### src/rtl/vram_port_if.sv
`default_nettype none
// ============================================================================
// Module   : vram_port_if
// Purpose  : Bundles the render, CPU and VRAM-array signals that surround the
//            VRAM port controller. slave = controller view, master = the
//            surrounding system (render pipe, CPU register block, VRAM).
// Revision : 1.0 - initial release
// ============================================================================
interface vram_port_if #(
    parameter int AW = 16,
    parameter int DW = 16
);
    // render fetch channel
    logic          render_req;
    logic [AW-1:0] render_addr;
    logic          render_valid;
    logic [DW-1:0] render_data;
    // CPU register channel (MAWR / MARR / VRR)
    logic          cpu_set_mawr;
    logic          cpu_set_marr;
    logic [AW-1:0] cpu_addr;
    logic          cpu_wr;
    logic [DW-1:0] cpu_wdata;
    logic          cpu_rd_ack;
    logic [1:0]    inc_sel;
    logic [DW-1:0] vrr;
    logic          vrr_valid;
    logic          cpu_busy;
    logic          wr_overrun;
    logic [AW-1:0] mawr;
    logic [AW-1:0] marr;
    // VRAM array port
    logic [AW-1:0] MA;
    logic          re;
    logic          we;
    logic [DW-1:0] MD_in;
    logic [DW-1:0] MD_out;

    modport slave (
        input  render_req, render_addr,
        input  cpu_set_mawr, cpu_set_marr, cpu_addr, cpu_wr, cpu_wdata,
        input  cpu_rd_ack, inc_sel,
        input  MD_out,
        output render_valid, render_data,
        output vrr, vrr_valid, cpu_busy, wr_overrun, mawr, marr,
        output MA, re, we, MD_in
    );

    modport master (
        output render_req, render_addr,
        output cpu_set_mawr, cpu_set_marr, cpu_addr, cpu_wr, cpu_wdata,
        output cpu_rd_ack, inc_sel,
        output MD_out,
        input  render_valid, render_data,
        input  vrr, vrr_valid, cpu_busy, wr_overrun, mawr, marr,
        input  MA, re, we, MD_in
    );
endinterface
`default_nettype wire

### src/rtl/vram_port_ctrl.sv
`default_nettype none
// ============================================================================
// Module   : vram_port_ctrl
// Purpose  : Owns the single VRAM port. Render fetches always win; CPU writes
//            go through a one-deep write buffer and CPU reads through a
//            one-word prefetch (VRR), with a programmable auto-increment.
// Revision : 1.0 - initial release
// ============================================================================
module vram_port_ctrl #(
    parameter int AW = 16,
    parameter int DW = 16
) (
    input  wire logic   clock,
    input  wire logic   reset,
    vram_port_if.slave  bus
);

    // grants for the current cycle (mutually exclusive)
    logic          render_grant;
    logic          write_grant;
    logic          read_grant;
    logic [AW-1:0] inc;

    // architectural state
    logic [AW-1:0] mawr_reg;
    logic [AW-1:0] marr_reg;
    logic [DW-1:0] wbuf;
    logic [DW-1:0] vrr_reg;
    logic          vrr_valid_reg;
    logic          pend_w;
    logic          pend_r;
    logic          rd_inflight;
    logic          discard;
    logic          overrun;
    logic          render_valid_reg;

    // the write buffer frees on a write grant, so a same-cycle cpu_wr fits
    logic          wr_accept;

    // fixed-priority arbitration: render, then write, then read
    always_comb begin
        render_grant = bus.render_req;
        write_grant  = !bus.render_req && pend_w;
        read_grant   = !bus.render_req && !pend_w && pend_r && !rd_inflight;
        wr_accept    = bus.cpu_wr && (!pend_w || write_grant);
    end

    // auto-increment step, sampled in the grant cycle
    always_comb begin
        case (bus.inc_sel)
            2'b00:   inc = AW'(1);
            2'b01:   inc = AW'(32);
            2'b10:   inc = AW'(64);
            default: inc = AW'(128);
        endcase
    end

    // VRAM port drive; the array registers these, so data returns next cycle
    always_comb begin
        bus.MA    = '0;
        bus.re    = 1'b0;
        bus.we    = 1'b0;
        bus.MD_in = '0;
        if (render_grant) begin
            bus.MA = bus.render_addr;
            bus.re = 1'b1;
        end else if (write_grant) begin
            bus.MA    = mawr_reg;
            bus.we    = 1'b1;
            bus.MD_in = wbuf;
        end else if (read_grant) begin
            bus.MA = marr_reg;
            bus.re = 1'b1;
        end
    end

    // write buffer, MAWR and overrun flag
    always_ff @(posedge clock or posedge reset) begin
        if (reset) begin
            wbuf     <= '0;
            pend_w   <= 1'b0;
            mawr_reg <= '0;
            overrun  <= 1'b0;
        end else begin
            if (wr_accept) begin
                wbuf   <= bus.cpu_wdata;
                pend_w <= 1'b1;
            end else if (write_grant) begin
                pend_w <= 1'b0;
            end
            if (bus.cpu_wr && !wr_accept) begin
                overrun <= 1'b1;
            end
            // a reload overrides the post-write increment
            if (bus.cpu_set_mawr) begin
                mawr_reg <= bus.cpu_addr;
            end else if (write_grant) begin
                mawr_reg <= mawr_reg + inc;
            end
        end
    end

    // read prefetch, MARR, VRR and stale-return discard
    always_ff @(posedge clock or posedge reset) begin
        if (reset) begin
            marr_reg      <= '0;
            pend_r        <= 1'b0;
            rd_inflight   <= 1'b0;
            discard       <= 1'b0;
            vrr_reg       <= '0;
            vrr_valid_reg <= 1'b0;
        end else begin
            rd_inflight <= read_grant;
            // a reload racing a read grant makes that grant's return stale
            discard     <= read_grant && bus.cpu_set_marr;

            if (bus.cpu_set_marr) begin
                marr_reg <= bus.cpu_addr;
            end else if (read_grant) begin
                marr_reg <= marr_reg + inc;
            end

            if (bus.cpu_set_marr || bus.cpu_rd_ack) begin
                pend_r <= 1'b1;
            end else if (read_grant) begin
                pend_r <= 1'b0;
            end

            // returning word is dropped if stale or if MARR is reloaded now
            if (rd_inflight && !discard && !bus.cpu_set_marr) begin
                vrr_reg <= bus.MD_out;
            end

            if (bus.cpu_set_marr || bus.cpu_rd_ack) begin
                vrr_valid_reg <= 1'b0;
            end else if (rd_inflight && !discard) begin
                vrr_valid_reg <= 1'b1;
            end
        end
    end

    // render data qualifier, one cycle behind the grant
    always_ff @(posedge clock or posedge reset) begin
        if (reset) begin
            render_valid_reg <= 1'b0;
        end else begin
            render_valid_reg <= render_grant;
        end
    end

    // output mapping
    always_comb begin
        bus.render_valid = render_valid_reg;
        bus.render_data  = bus.MD_out;
        bus.vrr          = vrr_reg;
        bus.vrr_valid    = vrr_valid_reg;
        bus.cpu_busy     = pend_w;
        bus.wr_overrun   = overrun;
        bus.mawr         = mawr_reg;
        bus.marr         = marr_reg;
    end

endmodule
`default_nettype wire
### src/flat_wrapper.sv
// flat-port wrapper written by rule: the top's interface ports become plain ports
module vram_port_ctrl_flat 
#(
    parameter int AW = 16,
    parameter int DW = 16
)
  (clock, reset, bus_render_req, bus_render_addr, bus_cpu_set_mawr, bus_cpu_set_marr, bus_cpu_addr, bus_cpu_wr, bus_cpu_wdata, bus_cpu_rd_ack, bus_inc_sel, bus_MD_out, bus_render_valid, bus_render_data, bus_vrr, bus_vrr_valid, bus_cpu_busy, bus_wr_overrun, bus_mawr, bus_marr, bus_MA, bus_re, bus_we, bus_MD_in);
  vram_port_if #(.AW(AW), .DW(DW)) bus_i ();
  input  wire logic clock;
  input  wire logic reset;
  input wire logic [$bits(bus_i.render_req)-1:0] bus_render_req;
  input wire logic [$bits(bus_i.render_addr)-1:0] bus_render_addr;
  input wire logic [$bits(bus_i.cpu_set_mawr)-1:0] bus_cpu_set_mawr;
  input wire logic [$bits(bus_i.cpu_set_marr)-1:0] bus_cpu_set_marr;
  input wire logic [$bits(bus_i.cpu_addr)-1:0] bus_cpu_addr;
  input wire logic [$bits(bus_i.cpu_wr)-1:0] bus_cpu_wr;
  input wire logic [$bits(bus_i.cpu_wdata)-1:0] bus_cpu_wdata;
  input wire logic [$bits(bus_i.cpu_rd_ack)-1:0] bus_cpu_rd_ack;
  input wire logic [$bits(bus_i.inc_sel)-1:0] bus_inc_sel;
  input wire logic [$bits(bus_i.MD_out)-1:0] bus_MD_out;
  output wire logic [$bits(bus_i.render_valid)-1:0] bus_render_valid;
  output wire logic [$bits(bus_i.render_data)-1:0] bus_render_data;
  output wire logic [$bits(bus_i.vrr)-1:0] bus_vrr;
  output wire logic [$bits(bus_i.vrr_valid)-1:0] bus_vrr_valid;
  output wire logic [$bits(bus_i.cpu_busy)-1:0] bus_cpu_busy;
  output wire logic [$bits(bus_i.wr_overrun)-1:0] bus_wr_overrun;
  output wire logic [$bits(bus_i.mawr)-1:0] bus_mawr;
  output wire logic [$bits(bus_i.marr)-1:0] bus_marr;
  output wire logic [$bits(bus_i.MA)-1:0] bus_MA;
  output wire logic [$bits(bus_i.re)-1:0] bus_re;
  output wire logic [$bits(bus_i.we)-1:0] bus_we;
  output wire logic [$bits(bus_i.MD_in)-1:0] bus_MD_in;
  assign bus_i.render_req = bus_render_req;
  assign bus_i.render_addr = bus_render_addr;
  assign bus_i.cpu_set_mawr = bus_cpu_set_mawr;
  assign bus_i.cpu_set_marr = bus_cpu_set_marr;
  assign bus_i.cpu_addr = bus_cpu_addr;
  assign bus_i.cpu_wr = bus_cpu_wr;
  assign bus_i.cpu_wdata = bus_cpu_wdata;
  assign bus_i.cpu_rd_ack = bus_cpu_rd_ack;
  assign bus_i.inc_sel = bus_inc_sel;
  assign bus_i.MD_out = bus_MD_out;
  assign bus_render_valid = bus_i.render_valid;
  assign bus_render_data = bus_i.render_data;
  assign bus_vrr = bus_i.vrr;
  assign bus_vrr_valid = bus_i.vrr_valid;
  assign bus_cpu_busy = bus_i.cpu_busy;
  assign bus_wr_overrun = bus_i.wr_overrun;
  assign bus_mawr = bus_i.mawr;
  assign bus_marr = bus_i.marr;
  assign bus_MA = bus_i.MA;
  assign bus_re = bus_i.re;
  assign bus_we = bus_i.we;
  assign bus_MD_in = bus_i.MD_in;
  vram_port_ctrl #(.AW(AW), .DW(DW)) u_core (.clock(clock), .reset(reset), .bus(bus_i));
endmodule
### config.mk
export PLATFORM = sky130hd
export DESIGN_NAME = vram_port_ctrl_flat
export DESIGN_NICKNAME = d
export VERILOG_FILES = /design/src/rtl/vram_port_if.sv /design/src/rtl/vram_port_ctrl.sv /design/src/flat_wrapper.sv
export SDC_FILE = /design/constraint.sdc
export NUM_CORES = 1
export LEC_CHECK = 0
export ABC_CLOCK_PERIOD_IN_PS = 7270
export CAP_MARGIN = 40
export CORE_ASPECT_RATIO = 0.7
export CORE_MARGIN = 2
export CORE_UTILIZATION = 25
export CTS_BUF_LIST = sky130_fd_sc_hd__clkbuf_16
export CTS_CLUSTER_DIAMETER = 200
export DETAILED_ROUTE_END_ITERATION = 6
export HOLD_SLACK_MARGIN = 0.02
export PLACE_DENSITY = 0.59
export REMOVE_ABC_BUFFERS = 1
export SKIP_CTS_REPAIR_TIMING = 1
export SYNTH_ARGS = -nofsm -noshare
export SYNTH_HDL_FRONTEND = slang
export SYNTH_SLANG_ARGS = --single-unit
### constraint.sdc
create_clock -name clock -period 7.27 [get_ports clock]
set_input_delay 1.454 -clock clock [delete_from_list [all_inputs] [get_ports clock]]
set_output_delay 1.454 -clock clock [all_outputs]
set_load 0.005 [all_outputs]
==> out/results.tsv, run 1 <==
stage	metric	value	unit
status	status	finished clean	
job	MaxCap Viol Count	0	
worst_setup_path	crit path capture	bus_MA[15]	
worst_setup_path	critical path class	input pin to output port	
synth	async set-reset flop share out of synthesis	1.000	
floorplan	Die H	113.2	µm
drt	met2 WL	6.339	mm
drt	residual DRC count	0	
sta	number of setup violations in the final report	0	
place	DP Cell Count	808	
power	Power Dens Cells	196.8	nW/µm²
clocking	cts bufs inserted	9	
place	Buffers on Ports	174	
synth	Synth cell types	58	
worst_setup_path	crit start category	input pin	
synth	Mapped Area	4255	µm²
floorplan	area of the die	18100	µm²
sta	worst rel slew slack	0.3305	
drt	Vias	4067	
drt	DR top layer	met4	
final_layout	most frequent cells in the layout	clkdlybuf4s50_1, dfrtp_1, nand2_1	
sta	Worst Max-Slew Pin Slew	0.9998	ns
worst_setup_path	WP buf/inv	5	
final_layout	Final Instance Count excl. Fillers	822	
hold_path	HP Class	flop to flop	
drt	DRT Pass-1 Iters	4	
final_layout	Area Growth Syn to Fin	49.81	%
synth	top_reg_cell synth	dfrtp_1	
clocking	CTS tree	yes	
global_route	Overall Global Routing Usage	0.1595	
clocking	CTS clk-pin slew, worst paths	0.05	ns
drt	Via density	4.948	
drt	final wirelength	14.27	mm
synth	Ys Warns	0	
floorplan	Initial Util	0.2580	
drt	metal3 WL	1.159	mm
sta	Final Cycle Share	0.7709	
worst_setup_path	critical-path cell list	clkdlybuf4s50_1 -> buf_4 -> nand2b_1 -> inv_1 -> a222oi_1 -> inv_1 -> clkdlybuf4s50_1	
worst_setup_path	crit path launch	bus_render_req	
worst_setup_path	R2R cell count	7	
worst_setup_path	reg-to-reg critical path startpoint	u_core.bus.cpu_busy	
sta	TNS Setup	0	ns
global_route	vias in the first global route	4013	
place	GPL Wtd Cong	0.8469	
clocking	clk sink count	71	
worst_setup_path	CP arrival	4.15	ns
drt	Post-DRT Antenna Nets	0	
synth	Synth Instances	446	
sta	fin. max-slew vios	0	
worst_setup_path	CP peak stage delay	0.55	ns
worst_setup_path	CP top delay family	buffers and inverters	
worst_setup_path	Worst EP required	5.82	ns
global_route	first-pass GRT wire length	22.69	mm
drt	M1 WL	6.679	mm
clocking	Clock Latency Late Sink	0.33	ns
clocking	Max Buffers Root-to-Sink	2	
final_layout	commonest non-fill, non-tap cell in the layout	clkdlybuf4s50_1	
drt	WL/cell	17.35	µm
clocking	CTS H-tree depth	3	
floorplan	number of I/O pins	175	
sta	Max Clk Rate	178.4	MHz
worst_setup_path	r2r endpoint	u_core.bus.marr[13]	
synth	Post-synth EDFFs	0	
final_layout	Final #Nets	673	
floorplan	Core Area	16490	µm²
sta	clock skew	0.006641	ns
global_route	initial antenna violation count	0	
drt	initial DRC count	296	
worst_setup_path	Worst path slowest cell	clkdlybuf4s50_1	
synth	sequential element share of the synthesized area	0.4175	
worst_setup_path	endpoint class of the critical path	output port	
sta	Final min period	5.604	ns
power	worst vdd ir	0.07261	mV
place	HPWL Detailed	10.78	mm
worst_setup_path	CP Max Fanout	36	
worst_setup_path	CP Depth	7	
final_layout	ant diodes	0	
synth	flops & latches, synth	71	
worst_setup_path	Worst R2R Setup Slack	4.31	ns
synth	Post-Syn Area per Cell	9.541	µm²
sta	Fin. Hold Viols	0	
clocking	CTS root buf	clkbuf_16	
floorplan	Die Width	159.9	µm
sta	RSZ-0062 raised after global routing	false	
global_route	Overflow after GRT	0	
global_route	largest net degree at the start of global routing	59	
floorplan	FP Rows	39	
final_layout	fraction of layout cells with a size suffix above 1	0.1072	
power	Pleak	2.485	nW
## cell type report
class                      instances  area (µm²)
sequential                        71        1777
fill                            1682       10120
timing repair buffer             183        1841
clock buffer                       9       225.2
clock inverter                     5       20.02
multi-input combinational        315        2178
inverter                          14       52.55
tap                              225       281.5
## cell families after synthesis
logic type | count (synthesis) | synth area share
and+or+nand+nor | 144 | 0.1814
AOI/OAI and AO/OA | 111 | 0.1800
DFF | 71 | 0.4175
buffers and inverters | 60 | 0.07145
muxes | 37 | 0.09674
xor gates and xnor gates | 16 | 0.03293
adders and majority gates | 7 | 0.01999
## stage by stage
| step | total power [mW] | utilization | area [µm²] | hold slack, ns | worst slack, ns |
|---|---|---|---|---|---|
| 2_1_floorplan | 0.6432 | - | 4004 | 0.4507 | 2.981 |
| 3_3_place_gp | 0.8769 | 0.3684 | 6076 | 0.4608 | 1.706 |
| 3_5_place_dp | 0.8896 | 0.3716 | 6130 | 0.4688 | 1.641 |
| 4_1_cts | 1.275 | 0.3865 | 6375 | 0.4806 | 1.605 |
| 5_1_grt | 1.332 | 0.3865 | 6375 | 0.4971 | 1.444 |
| 6_report | 1.254 | 0.3865 | 6375 | 0.4753 | 1.666 |
## power breakdown
group / leakage, nW / internal (mW) / switching (mW)
Clock: 0.129 / 0.221 / 0.154
Combinational: 1.51 / 0.228 / 0.137
Sequential: 0.844 / 0.454 / 0.0598
Total: 2.49 / 0.903 / 0.351
## Yosys cell counts (all sizes together) (4+ instances only)
master / n / area [µm²]
dfrtp: 71 / 1777
nand2: 50 / 187.7
o21ai: 39 / 195.2
mux2: 33 / 371.6
buf: 24 / 168.9
clkbuf: 22 / 82.58
and2: 19 / 118.9
inv: 14 / 52.55
a22oi: 13 / 97.59
nand3: 13 / 65.06
nor4: 10 / 62.56
xor2: 9 / 78.83
a21oi: 8 / 40.04
nand4: 8 / 50.05
nor2: 8 / 30.03
xnor2: 7 / 61.31
ha: 6 / 75.07
a31oi: 5 / 31.28
and3: 5 / 31.28
nand2b: 5 / 31.28
nor2b: 5 / 31.28
a2111oi: 4 / 35.03
a21o: 4 / 30.03
mux2i: 4 / 40.04
o221a: 4 / 45.04
o31ai: 4 / 30.03
## how the worst min path moves through the flow
stage / from / end / slack [ns] / depth (start not counted)
3_3_place_gp: u_core.bus.wr_overrun / u_core.bus.wr_overrun / 0.46 / 1
5_1_grt: u_core.bus.wr_overrun / u_core.bus.wr_overrun / 0.50 / 1
2_1_floorplan: u_core.pend_r / u_core.pend_r / 0.45 / 1
4_1_cts: u_core.pend_r / u_core.pend_r / 0.48 / 1
6_report: u_core.pend_r / u_core.pend_r / 0.48 / 1
3_5_place_dp: u_core.pend_r / u_core.pend_r / 0.47 / 1
## layer usage
metal	vias to the layer above	track usage
met3	9	0.04839
met1	1962	0.2182
met4	0	0.03063
li1	1927	-
met5	-	0
met2	169	0.2517
Power figures use the tool's default switching activity.
==> inputs of run 2 (changes only) <==
ABC_CLOCK_PERIOD_IN_PS = 4800   (was 7270)
PLACE_DENSITY = 0.61   (was 0.59)
clock period = 4.8 ns   (was 7.27 ns; I/O delays follow)
==> run 2 against run 1 <==
Critical path depth grew 1. Clock skew grew 0.0031 ns. Clock power grew 73%. Sequential power grew 52%. Total power grew 58%. Sequential share of layout area shrank 0.18 points. Worst setup slack lost 1.1 ns. Via count shrank 0.66%. Largest cell class unchanged. Highest routed layer is now met5.
==> out/results.tsv, run 2 (same netlist as run 1, synthesis figures left out) <==
stage	metric	value	unit	change
status	status	finished clean		
floorplan	Die Width	159.9	µm	unchanged
drt	WL/cell	17.11	µm	-1.4%
power	Pleak	2.515	nW	+1.2%
final_layout	Finished Core Util	0.3890		+0.002503
final_layout	post-route cell area	6416	µm²	+0.65%
clocking	CTS clk-pin slew, worst paths	0.06	ns	about the same
floorplan	area of the die	18100	µm²	unchanged
power	worst vdd ir	0.1404	mV	+93%
final_layout	most frequent cells in the layout	clkdlybuf4s50_1, dfrtp_1, nand2_1		
final_layout	Final #Nets	677		+0.59%
worst_setup_path	WP buf/inv	5		unchanged
global_route	met2 usage	0.2372		-0.01443
place	Buffers on Ports	174		unchanged
hold_path	Hold Path Depth	1		unchanged
hold_path	HP Class	flop to flop		
floorplan	Initial Util	0.2580		unchanged
place	GPL Wtd Cong	0.8673		+2.4%
global_route	met3 Use GR	0.06598		+0.01760
sta	Final min period	4.261	ns	
place	DP Cell Count	812		+0.50%
power	Power Dens Cells	308.1	nW/µm²	+57%
drt	Vias	4040		-0.66%
worst_setup_path	critical-path cell list	clkdlybuf4s50_1 -> buf_4 -> nand2b_1 -> inv_1 -> buf_4 -> nand2_1 -> nand3_1 -> clkdlybuf4s50_1		
worst_setup_path	Worst R2R Setup Slack	2.13	ns	-2.18 ns
clocking	CTS tree	yes		
worst_setup_path	reg-to-reg critical path startpoint	u_core.bus.cpu_busy		
global_route	Overall Global Routing Usage	0.1579		-0.001608
global_route	largest net degree at the start of global routing	42		-29%
floorplan	number of I/O pins	175		unchanged
drt	Via density	4.885		-1.3%
worst_setup_path	crit start category	input pin		
final_layout	register area	1777	µm²	unchanged
sta	fin. max-slew vios	0		unchanged
worst_setup_path	endpoint class of the critical path	output port		
sta	number of setup violations in the final report	0		unchanged
clocking	cts bufs inserted	9		unchanged
sta	clock skew	0.009789	ns	+0.003148 ns
worst_setup_path	CP Max Fanout	36		unchanged
global_route	Overflow after GRT	0		unchanged
power	Tot Pwr	1.977	mW	+58%
sta	final worst setup slack	0.5392	ns	-1.126 ns
sta	worst rel slew slack	0.3682		+0.03767
clocking	CTS H-tree depth	3		unchanged
global_route	first-pass GRT wire length	22.35	mm	-1.5%
worst_setup_path	CP arrival	3.30	ns	-0.85 ns
final_layout	fraction of layout cells with a size suffix above 1	0.1179		+0.01074
drt	Post-DRT Antenna Nets	0		unchanged
final_layout	FILL cells	1686		+0.24%
final_layout	Multi-input gate area	2175	µm²	-0.17%
sta	Max Clk Rate	234.7	MHz	
global_route	vias in the first global route	4019		+0.15%
clocking	Clock Latency Late Sink	0.35	ns	+0.02 ns
floorplan	Die H	113.2	µm	unchanged
sta	Fin. Hold Viols	0		unchanged
clocking	Max Buffers Root-to-Sink	2		unchanged
sta	TNS Setup	0	ns	unchanged
floorplan	Core Area	16490	µm²	unchanged
sta	Final Cycle Share	0.8877		
global_route	met1 usage	0.2074		-0.01078
worst_setup_path	CP peak stage delay	0.49	ns	-0.06 ns
clocking	clk sink count	71		unchanged
job	MaxCap Viol Count	0		unchanged
clocking	CTS root buf	clkbuf_16		
worst_setup_path	CP top delay family	buffers and inverters		
final_layout	Area Growth Syn to Fin	50.78	%	
worst_setup_path	Worst EP required	3.84	ns	-1.98 ns
sta	Hold Slack	0.4922	ns	+0.01690 ns
hold_path	hold endpoint	u_core.bus.wr_overrun		
drt	initial DRC count	245		-17%
worst_setup_path	CP Depth	8		+1
final_layout	commonest non-fill, non-tap cell in the layout	clkdlybuf4s50_1		
final_layout	Final Instance Count excl. Fillers	827		+0.61%
global_route	GR peak layer	met2		
place	area post-placement	6137	µm²	+0.12%
final_layout	ant diodes	0		unchanged
floorplan	FP Rows	39		unchanged
worst_setup_path	r2r endpoint	u_core.bus.marr[11]		
drt	residual DRC count	0		unchanged
place	HPWL Detailed	10.86	mm	+0.79%
drt	DRT Pass-1 Iters	4		unchanged
worst_setup_path	critical path class	input pin to output port		
hold_path	hold_sp	u_core.bus.wr_overrun		
drt	final wirelength	14.15	mm	-0.83%
worst_setup_path	Worst path slowest cell	clkdlybuf4s50_1		
global_route	initial antenna violation count	3		+3
sta	RSZ-0062 raised after global routing	false		
worst_setup_path	R2R cell count	7		unchanged
place	Post-Place Worst Slack	0.5075	ns	-1.134 ns
sta	Worst Max-Slew Pin Slew	0.9436	ns	-0.05625 ns
[run 2: changes by cell type in the layout (fill, tap and decap cells not counted)]
cell / previous run / this run
clkinv_1: 2 / 0
bufinv_16: 0 / 1
a21boi_1: 0 / 1
buf_16: 1 / 0
buf_4: 6 / 12
a21boi_2: 1 / 0
buf_8: 1 / 0
clkinv_2: 1 / 4
buf_6: 1 / 0
inv_1: 15 / 14
buf_12: 0 / 1
[run 2: layout make-up]
cell class,instances,area share
timing repair buffer,187,0.2886
sequential,71,0.2769
inverter,14,0.008190
clock inverter,6,0.008385
clock buffer,9,0.03510
tap,225,0.04388
multi-input combinational,315,0.3389
[run 2: worst max path at each step]
stage / end / from / slack (ns)
after detailed placement: bus_MD_in[13] / bus_render_req / 0.51
after CTS: bus_MD_in[13] / bus_render_req / 0.51
after global routing: bus_MA[8] / bus_render_req / 0.35
after global placement: bus_MA[2] / bus_render_req / 0.57
final: bus_MA[8] / bus_render_req / 0.54
after floorplan: bus_MA[8] / bus_render_req / 1.50
[run 2: worst reg2reg max path: cells and delay by family, from the launching register on]
kind | cells | cell delay, ns
simple gates | 2 | 0.74
buf+inv | 3 | 0.73
compound gates | 2 | 0.65
flops | 1 | 0.43
[run 2: metal layers]
metal,part of all wire,vias to the layer above
li1,-,1936
met1,0.44,1873
met2,0.42,199
met3,0.11,26
met4,0.019,6
met5,0.0029,-
[run 2: power breakdown]
group / switching [mW] / internal [mW]
clock: 0.255 / 0.393
sequential: 0.0922 / 0.688
combinational: 0.203 / 0.346
total: 0.550 / 1.43
==> inputs of run 3 (changes only) <==
PLACE_DENSITY = unset   (was 0.61)
==> run 3 against run 2 <==
Non-clock buffer count is the same. Clock skew fell by 0.00073 ns. Die area is the same. Sequential power down 0.5%. Worst setup slack gained 0.026 ns. Clock-buffer cell count unchanged. Register-to-register slack improved by 0.06 ns. Total power down 1.2%. Critical endpoint is now bus_MA[10]. Largest cell class unchanged. Largest power group unchanged. Highest routed layer unchanged.
==> out/results.tsv, run 3 (same netlist as run 1, synthesis figures left out) <==
stage	metric	value	unit	change
clocking	clk sink count	71		unchanged
power	clock share of power	0.319		-0.009
final_layout	Area Growth Syn to Fin	50.66	%	about the same
sta	Fin. Hold Viols	0		unchanged
place	Buffers on Ports	174		unchanged
worst_setup_path	Worst EP required	3.84	ns	about the same
global_route	first-pass GRT wire length	22.63	mm	+1.3%
clocking	cts bufs inserted	9		unchanged
global_route	largest net degree at the start of global routing	42		unchanged
worst_setup_path	CP arrival	3.27	ns	-0.03 ns
place	HPWL Detailed	10.58	mm	-2.6%
status	status	finished clean		
sta	final worst setup slack	0.5652	ns	+0.02595 ns
place	area post-placement	6137	µm²	unchanged
hold_path	Hold Path Depth	1		unchanged
place	DP Cell Count	812		unchanged
sta	worst rel slew slack	0.3951		+0.02696
final_layout	Multi-input gate area	2175	µm²	unchanged
floorplan	area of the die	18100	µm²	unchanged
sta	fin. max-slew vios	0		unchanged
worst_setup_path	endpoint class of the critical path	output port		
clocking	Clock Latency Late Sink	0.35	ns	about the same
clocking	CTS root buf	clkbuf_16		
power	Power Dens Cells	304.5	nW/µm²	-1.2%
power	sequential share of power	0.398		+0.004
final_layout	register area	1777	µm²	unchanged
sta	RSZ-0062 raised after global routing	false		
final_layout	Finished Core Util	0.3887		about the same
global_route	Overflow after GRT	0		unchanged
drt	DRT Pass-1 Iters	5		+1
global_route	vias in the first global route	4022		+0.075%
power	Pleak	2.494	nW	-0.84%
clocking	CTS H-tree depth	3		unchanged
clocking	Max Buffers Root-to-Sink	2		unchanged
final_layout	post-route cell area	6411	µm²	about the same
final_layout	ant diodes	0		unchanged
drt	WL/cell	17.12	µm	about the same
floorplan	Initial Util	0.2580		unchanged
sta	Worst Max-Slew Pin Slew	0.9033	ns	-0.04026 ns
sta	Final Cycle Share	0.8823		-0.005407
power	total net switching power	569.6	µW	+3.5%
hold_path	HP Class	flop to flop		
global_route	Overall Global Routing Usage	0.1592		+0.001342
sta	TNS Setup	0	ns	unchanged
worst_setup_path	R2R cell count	7		unchanged
sta	clock skew	0.009059	ns	-0.0007305 ns
final_layout	Final Instance Count excl. Fillers	828		+0.12%
worst_setup_path	Worst R2R Setup Slack	2.19	ns	+0.06 ns
drt	final wirelength	14.18	mm	+0.22%
place	Post-Place Worst Slack	0.5411	ns	+0.03362 ns
drt	Post-DRT Antenna Nets	0		unchanged
sta	number of setup violations in the final report	0		unchanged
final_layout	FILL cells	1678		-0.47%
drt	residual DRC count	0		unchanged
worst_setup_path	CP Max Fanout	14		-61%
clocking	CTS clk-pin slew, worst paths	0.06	ns	about the same
clocking	CTS tree	yes		
power	Gate power share	0.283		+0.005
drt	initial DRC count	298		+22%
floorplan	number of I/O pins	175		unchanged
drt	Vias	4114		+1.8%
sta	Final min period	4.235	ns	-0.02595 ns
global_route	initial antenna violation count	1		-2
floorplan	Core Area	16490	µm²	unchanged
job	MaxCap Viol Count	0		unchanged
final_layout	commonest non-fill, non-tap cell in the layout	clkdlybuf4s50_1		
final_layout	Final #Nets	677		unchanged
power	P_int	1.383	mW	-3.1%
place	GPL Wtd Cong	0.8328		-4.0%
final_layout	most frequent cells in the layout	clkdlybuf4s50_1, dfrtp_1, nand2_1		
power	switch share	0.2918		+0.01346
power	worst vdd ir	0.1600	mV	+14%
floorplan	Die H	113.2	µm	unchanged
sta	Max Clk Rate	236.1	MHz	+0.61%
floorplan	FP Rows	39		unchanged
worst_setup_path	critical path class	input pin to output port		
floorplan	Die Width	159.9	µm	unchanged
worst_setup_path	crit start category	input pin		
final_layout	fraction of layout cells with a size suffix above 1	0.1194		+0.001463
sta	Hold Slack	0.4808	ns	-0.01143 ns
power	Tot Pwr	1.952	mW	-1.2%
drt	Via density	4.969		+1.7%
run 3: critical path, stage by stage:
cell and delay, ns:
clkdlybuf4s50_1 0.48, or4b_4 0.54, inv_1 0.21, buf_4 0.27, a22oi_1 0.08, o21ai_0 0.18
clkdlybuf4s50_1 0.55
run 3: path summary, 6_finish.rpt:
path | end | from
setup / recovery | bus_MA[10] | bus_render_req
hold / removal | u_core.bus.wr_overrun | u_core.bus.wr_overrun
setup reg to reg | u_core.bus.marr[13] | u_core.bus.cpu_busy
hold reg to reg | u_core.bus.wr_overrun | u_core.bus.wr_overrun
max in group asynchronous | u_core.bus.vrr[12] | reset
min in group asynchronous | u_core.bus.vrr[15] | reset
run 3: final cells by class:
cell class	count	area share
Clock buffer	9	0.03513
Clock inverter	7	0.007611
Inverter	14	0.008197
Multi-Input combinational cell	315	0.3392
Sequential cell	71	0.2771
Tap cell	225	0.04391
Timing Repair Buffer	187	0.2888
run 3: power groups by stage:
stage          Clock (mW)  Combinational (mW)  Sequential [mW]
2_1_floorplan           0               0.203            0.771
3_3_place_gp            0               0.547            0.782
3_5_place_dp            0               0.558            0.786
4_1_cts             0.651               0.560            0.776
5_1_grt             0.677               0.602            0.792
6_report            0.623               0.553            0.776
run 3: metal layers:
| layer | track usage | up-vias | wire, µm |
|---|---|---|---|
| met5 | 0 | - | 13 |
| li1 | - | 1931 | - |
| met4 | 0.03303 | 2 | 138 |
| met3 | 0.06562 | 14 | 1417 |
| met1 | 0.2106 | 1955 | 6424 |
| met2 | 0.2456 | 212 | 6184 |
